===== src/rtl/usb_pkg.sv =====
// Shared USB line-level types and constants, plus the transmit sequencer state type.
package usb_pkg;

    typedef enum logic [1:0] {
        LS_SE0 = 2'b00,
        LS_J   = 2'b01,
        LS_K   = 2'b10,
        LS_SE1 = 2'b11
    } usb_line_state_t;

    // Element 7 goes out first.
    localparam logic [7:0][1:0] USB_SYNC_PATTERN = {LS_K, LS_J, LS_K, LS_J, LS_K, LS_J, LS_K, LS_K};
    localparam logic [2:0][1:0] USB_EOP_PATTERN  = {LS_SE0, LS_SE0, LS_J};

    localparam int USB_STUFF_BITS_N    = 6;
    localparam int USB_TX_ABORT_BITS_N = 7;

    typedef enum logic [2:0] {
        IDLE,
        SYNC,
        DATA,
        ABORT,
        EOP
    } usb_tx_state_t;

    function automatic usb_line_state_t usb_toggle(input usb_line_state_t lvl);
        return (lvl == LS_J) ? LS_K : LS_J;
    endfunction

endpackage


===== src/rtl/usb_tx_nrzi.sv =====
// NRZI encoder with consecutive-ones tracking; a step taken while stuff_req is set
// emits the stuffed toggle instead of bit_in.
module usb_tx_nrzi
    import usb_pkg::*;
(
    input  logic            clk,
    input  logic            rst_n,
    input  logic            clr,
    input  logic            step,
    input  logic            bit_in,
    output usb_line_state_t level,
    output logic            stuff_req
);

    localparam int CW = $clog2(USB_STUFF_BITS_N + 1);

    logic [CW-1:0]   ones_cnt;
    logic [CW-1:0]   prev_cnt;
    usb_line_state_t prev_level;
    logic            stuff_now;

    // clr lets the first bit of a packet be encoded against idle J in the same cycle.
    assign prev_level = clr ? LS_J : level;
    assign prev_cnt   = clr ? '0 : ones_cnt;
    assign stuff_now  = (prev_cnt == CW'(USB_STUFF_BITS_N));
    assign stuff_req  = (ones_cnt == CW'(USB_STUFF_BITS_N));

    always_ff @(posedge clk or negedge rst_n) begin
        if (!rst_n) begin
            level    <= LS_J;
            ones_cnt <= '0;
        end else if (step) begin
            if (stuff_now || !bit_in) begin
                level    <= usb_toggle(prev_level);
                ones_cnt <= '0;
            end else begin
                level    <= prev_level;
                ones_cnt <= prev_cnt + CW'(1);
            end
        end else if (clr) begin
            level    <= LS_J;
            ones_cnt <= '0;
        end
    end

endmodule


===== src/rtl/usb_tx_seq.sv =====
// USB transmit sequencer: SYNC, NRZI/bit-stuffed payload, EOP.
// Define USB_TX_ABORT_EN to turn payload underflow into a tx_err pulse plus an abort run.
module usb_tx_seq
    import usb_pkg::*;
#(
    parameter int CLK_PER_BIT = 4
) (
    input  logic            clk,
    input  logic            rst_n,
    input  logic            tx_start,
    input  logic [7:0]      tx_data,
    input  logic            tx_valid,
    input  logic            tx_last,
    output logic            tx_ready,
    output usb_line_state_t line_state,
    output logic            line_oe,
    output logic            busy,
    output logic            tx_err
);

    usb_tx_state_t   state, state_nxt;
    logic [7:0]      bit_cnt;
    logic [3:0]      bits_sent, bits_nxt;
    logic [7:0]      shreg;
    logic            last_q;
    logic            load;
    logic            nz_step, nz_clr, nz_bit;
    usb_line_state_t nz_level;
    logic            stuff_req;
    logic            bit_end;
    logic            unit_done;

    assign bit_end   = (bit_cnt == 8'(CLK_PER_BIT - 1));
    assign unit_done = (bits_sent == 4'd8) && !stuff_req;

    usb_tx_nrzi u_nrzi (
        .clk       (clk),
        .rst_n     (rst_n),
        .clr       (nz_clr),
        .step      (nz_step),
        .bit_in    (nz_bit),
        .level     (nz_level),
        .stuff_req (stuff_req)
    );

    always_ff @(posedge clk or negedge rst_n) begin
        if (!rst_n) state <= IDLE;
        else        state <= state_nxt;
    end

    always_ff @(posedge clk or negedge rst_n) begin
        if (!rst_n) begin
            bit_cnt   <= '0;
            bits_sent <= '0;
            shreg     <= '0;
            last_q    <= 1'b0;
        end else begin
            if (state == IDLE || bit_end) bit_cnt <= '0;
            else                          bit_cnt <= bit_cnt + 8'd1;
            bits_sent <= bits_nxt;
            if (load) begin
                shreg  <= tx_data;
                last_q <= tx_last;
            end
        end
    end

    // Every decision is taken on the last clock of a bit period, so the line only moves there.
    always_comb begin
        state_nxt = state;
        bits_nxt  = bits_sent;
        load      = 1'b0;
        nz_step   = 1'b0;
        nz_clr    = 1'b0;
        nz_bit    = 1'b1;
        case (state)
            IDLE: begin
                if (tx_start) begin
                    state_nxt = SYNC;
                    nz_clr    = 1'b1;
                    nz_step   = 1'b1;
                    nz_bit    = (USB_SYNC_PATTERN[7] == 2'(LS_J));
                    bits_nxt  = 4'd1;
                end
            end
            SYNC, DATA: begin
                if (bit_end) begin
                    if (stuff_req) begin
                        nz_step = 1'b1;
                    end else if (bits_sent != 4'd8) begin
                        nz_step  = 1'b1;
                        nz_bit   = (state == SYNC)
                                 ? (USB_SYNC_PATTERN[3'd7 - bits_sent[2:0]] == 2'(nz_level))
                                 : shreg[bits_sent[2:0]];
                        bits_nxt = bits_sent + 4'd1;
                    end else if (state == DATA && last_q) begin
                        state_nxt = EOP;
                        bits_nxt  = '0;
                    end else if (tx_valid) begin
                        state_nxt = DATA;
                        load      = 1'b1;
                        nz_step   = 1'b1;
                        nz_bit    = tx_data[0];
                        bits_nxt  = 4'd1;
                    end else begin
`ifdef USB_TX_ABORT_EN
                        state_nxt = ABORT;
`else
                        state_nxt = EOP;
`endif
                        bits_nxt  = '0;
                    end
                end
            end
            ABORT: begin
                if (bit_end) begin
                    if (bits_sent == 4'(USB_TX_ABORT_BITS_N - 1)) begin
                        state_nxt = EOP;
                        bits_nxt  = '0;
                    end else begin
                        bits_nxt  = bits_sent + 4'd1;
                    end
                end
            end
            EOP: begin
                if (bit_end) begin
                    if (bits_sent == 4'd2) begin
                        state_nxt = IDLE;
                        bits_nxt  = '0;
                    end else begin
                        bits_nxt  = bits_sent + 4'd1;
                    end
                end
            end
            default: state_nxt = IDLE;
        endcase
    end

    always_comb begin
        busy       = (state != IDLE);
        line_oe    = busy;
        tx_ready   = bit_end && unit_done && (state == SYNC || (state == DATA && !last_q));
        line_state = LS_J;
        case (state)
            SYNC, DATA, ABORT: line_state = nz_level;
            EOP:               line_state = usb_line_state_t'(USB_EOP_PATTERN[2'd2 - bits_sent[1:0]]);
            default:           line_state = LS_J;
        endcase
`ifdef USB_TX_ABORT_EN
        tx_err = tx_ready && !tx_valid;
`else
        tx_err = 1'b0;
`endif
    end

endmodule


===== config.mk =====
export PLATFORM = sky130hd
export DESIGN_NAME = usb_tx_seq
export DESIGN_NICKNAME = d
export VERILOG_FILES = /design/src/rtl/usb_pkg.sv /design/src/rtl/usb_tx_nrzi.sv /design/src/rtl/usb_tx_seq.sv
export SDC_FILE = /design/constraint.sdc
export NUM_CORES = 1
export LEC_CHECK = 0
export CORE_MARGIN = 2
export CORE_UTILIZATION = 40
export CTS_CLUSTER_DIAMETER = 50
export DETAILED_ROUTE_END_ITERATION = 7
export SYNTH_ARGS = -nofsm -noshare
export SYNTH_HDL_FRONTEND = slang
export SYNTH_SLANG_ARGS = --single-unit

===== constraint.sdc =====
create_clock -name clk -period 3.55 [get_ports clk]
set_input_delay 0.355 -clock clk [delete_from_list [all_inputs] [get_ports clk]]
set_output_delay 0.355 -clock clk [all_outputs]
set_load 0.1 [all_outputs]

==> parameters.txt <==
Parameter                              Value

Yosys
  Share of the synthesized area in compound gates (AO/OA/AOI/OAI)    15.3%
  Count of state elements after synthesis    29
  Number of warnings printed during yosys synthesis    0
  Synth unique cells    58
  Post-Syn Instances    185
  Fraction of synthesized cell area taken by the top area cell type    36.1%
  Synth Area in Adders    5.15%
  Main synth FF type    sky130_fd_sc_hd__dfrtp_1
  Count of flip-flops with a built-in enable after synthesis    0
  Largest family of logic cells by synthesized area    simple AND/OR/NAND/NOR gates
  Average cell area after synthesis    between 10 and 15 um2
  Top cells by area, synth    sky130_fd_sc_hd__dfrtp_1 (36%), sky130_fd_sc_hd__mux2_4 (8.5%), sky130_fd_sc_hd__ha_1 (5.2%)
  Xor/xnor cell area share of the yosys netlist    3.16%
  Post-Syn Nets    ~210
  FFs w/ async S/R, synth    between 90% and 100%
  Post-synth design cell area    1940 um2
  Simple-gate portion of the synthesized area    between 20% and 30%
  Multiplexer fraction of the synthesized cell area    12.8%
  Sequential area share after synthesis    37.4%
  Cell taking the most area after synthesis    sky130_fd_sc_hd__dfrtp_1

Die
  Cell Rows    25
  Total core area    4690 um2
  Floorplan die height    between 70 and 80 um
  Top-level port count    19
  Horizontal extent of the die    approximately 74 um
  Die Footprint    5430 um2
  Effective utilization at floorplan    41.4%

Placement
  Number of I/O port buffers    17
  Sum of net half-perimeters after detailed placement    2930 um
  Pre-CTS worst setup slack    772 ps
  Routability congestion estimate    0.826

Clock tree
  Insertion delay of the later-clocked pin in the worst-skew pair    280 ps
  Clock transition at the register clock pins on the worst setup and hold paths after CTS    70 ps
  Post-CTS setup-driven buffer insertion count    0
  Clock root buffer master    sky130_fd_sc_hd__clkbuf_8
  CTS tree    done
  Hold buffers post-CTS    0
  Number of clock sinks seen by CTS    29
  CTS Buffer Depth    2
  Post-CTS sizing    0
  # H-tree levels    2
  Number of buffers created by CTS    5

Status
  Status    complete, no violations

Global route
  Wire length of the first global-routing pass    6760 um
  GRT Residual Overflow    0
  Aggregate global-route resource usage    between 10% and 20%
  Initial antenna violation count    0
  Via count of the first global-routing pass    1,425
  Pin count of the biggest net entering global routing    30

Timing
  Number of max-slew violations in the final report    0
  Highest achievable clock rate    ~360 MHz
  RSZ-0062 raised after global routing    no
  Total count of hold-check failures in the final report    0
  Summed negative setup slack over all endpoints    0 ps
  Final setup fails    0
  Crit path time final    2800 ps
  Transition time at the pin with the least slew margin    635 ps
  Setup ws final    750 ps
  Slew HR    between 50% and 60%
  Worst setup skew after layout    6.87 ps
  Final worst-path cycle share    78.9%
  Post-route worst hold slack    460 ps

Worst hold path
  Type of the most critical hold path    in -> async

Power
  Maximum resistive drop on vdd    375 uV
  Power per standard cell area    857 nW/um2
  Cell leakage power    between 1 and 1.5 nW
  Design Power    0.00191 W

Final layout
  Inserted Diodes    0
  Fillers    430
  Layout Area Growth over Synthesis    14.6%
  Final Core Density    47.4%
  Proportion of layout cells with a drive suffix above 1    19.3%
  Fin nets    between 200 and 250

Setup path
  Critical Path Sink Type    flop
  Crit path top cell by count    sky130_fd_sc_hd__nand2_1
  Worst setup path category    reg -> reg
  FF-to-FF setup slack    750 ps
  Required time of the critical path    3760 ps
  Arrival time at the worst endpoint    3010 ps
  Crit path max-delay cell type    sky130_fd_sc_hd__dfrtp_1
  Worst Path Max Fanout    18
  Biggest cell delay along the critical path    570 ps
  Crit-path cells    nor3_2, nand2_1, and2_1, ha_1, nand2_1, nor3b_1, o211ai_2, o211ai_4, mux2_4
  Worst setup SP type    flop

Flow run
  Max-Cap Viols    0

Routing
  Pre-Repair DR Iteration Count    4
  Starting DRC count in detailed routing    between 50 and 60
  Post-route DRC violation count    0
  Ratio of routed vias to standard cells    about 5.7
  Wire per inst    15.6 um
  Aggregate routed wire length    4010 um
  Number of nets with antenna violations after detailed routing    0
  Via count    1,452
-- report_power, final --
part	switching [W]	leakage [nW]	internal, W
registers	0.000159	0.371	0.000420
clock network	0.000131	0.0542	0.000175
logic	0.000644	0.597	0.000376
-- final timing paths --
check                      startpoint            endpoint  depth (start not counted)
max                          state[2]     u_nrzi.level[0]                          9
min                             rst_n  u_nrzi.ones_cnt[1]                          2
max reg2reg                  state[2]     u_nrzi.level[0]                          9
min reg2reg                  shreg[5]            shreg[5]                          1
max in group asynchronous       rst_n     u_nrzi.level[0]                          2
min in group clk             shreg[5]            shreg[5]                          1
-- cells by family (layout without fill, tap and decap cells) --
family | Yosys count | after routing
xor gates and xnor gates | 7 | 7
other | 1 | 1
adders and majority gates | 8 | 8
and+or+nand+nor | 68 | 68
buffers and inverters | 17 | 34
DFF | 29 | 29
muxes | 19 | 19
AOI/OAI and AO/OA | 36 | 36
-- per-stage QoR --
step                std cells  area [um2]
detailed placement        248        2120
global placement          248        2120
finish                    256        2220
CTS                       256        2220
global route              256        2220
floorplan                 185        1940
-- layer usage --
| layer | up-vias | GRT usage (%) | routed length, um |
|---|---|---|---|
| met5 | - | 0 | 0 |
| met4 | 0 | 5.25 | 46 |
| met3 | 6 | 4.12 | 157 |
| met2 | 28 | 25.1 | 1870 |
| met1 | 715 | 22.1 | 1930 |
| li1 | 703 | - | - |
-- flip-flops by register name, summed over array words and instances, names as in the netlist --
name	count
bit_cnt	8
shreg	8
bits_sent	4
state	3
u_nrzi.ones_cnt	3
u_nrzi.level	2
last_q	1
-- cell usage after synthesis (all sizes together) (3+ instances only) --
master	instances
dfrtp	28
mux2	13
nor2	13
nand2	11
nand3	11
ha	8
inv	8
a21oi	7
mux2i	6
buf	5
nand2b	5
nor3	5
o21ai	5
xor2	5
and3	4
clkbuf	4
a22o	3
nand3b	3
o211ai	3
-- worst max-delay path, delay by kind of cell, from the launching register on --
| family | cells | cell delay, ps |
|---|---|---|
| adders and majority gates | 1 | 220 |
| AOI/OAI and AO/OA | 2 | 400 |
| DFF | 1 | 570 |
| and+or+nand+nor | 5 | 1230 |
| muxes | 1 | 320 |
-- cell usage in the layout (no fill, tap or decap), types with 3 or more instances in the layout --
cell type / n
sky130_fd_sc_hd__clkdlybuf4s50_1: 12
sky130_fd_sc_hd__nor2_1: 13
sky130_fd_sc_hd__inv_1: 8
sky130_fd_sc_hd__a21oi_1: 7
sky130_fd_sc_hd__o21ai_0: 4
sky130_fd_sc_hd__and3_1: 4
sky130_fd_sc_hd__nand3_1: 10
sky130_fd_sc_hd__nand2_1: 10
sky130_fd_sc_hd__nand3b_1: 3
sky130_fd_sc_hd__mux2i_1: 6
sky130_fd_sc_hd__ha_1: 8
sky130_fd_sc_hd__buf_4: 6
sky130_fd_sc_hd__nor3_1: 4
sky130_fd_sc_hd__clkbuf_8: 7
sky130_fd_sc_hd__nand2b_1: 5
sky130_fd_sc_hd__mux2_4: 11
sky130_fd_sc_hd__a22o_1: 3
sky130_fd_sc_hd__dfrtp_1: 28
sky130_fd_sc_hd__xor2_1: 5
-- layout make-up --
type	instances	area [um2]	area share, %
multi-input combinational	139	1130	51.0
tap	54	67.6	3.04
inverter	8	30.0	1.35
clock buffer	7	96.3	4.33
clock inverter	1	5.00	0.225
timing repair buffer	18	165	7.42
sequential	29	727	32.7
(Power assumes the default switching activity.)
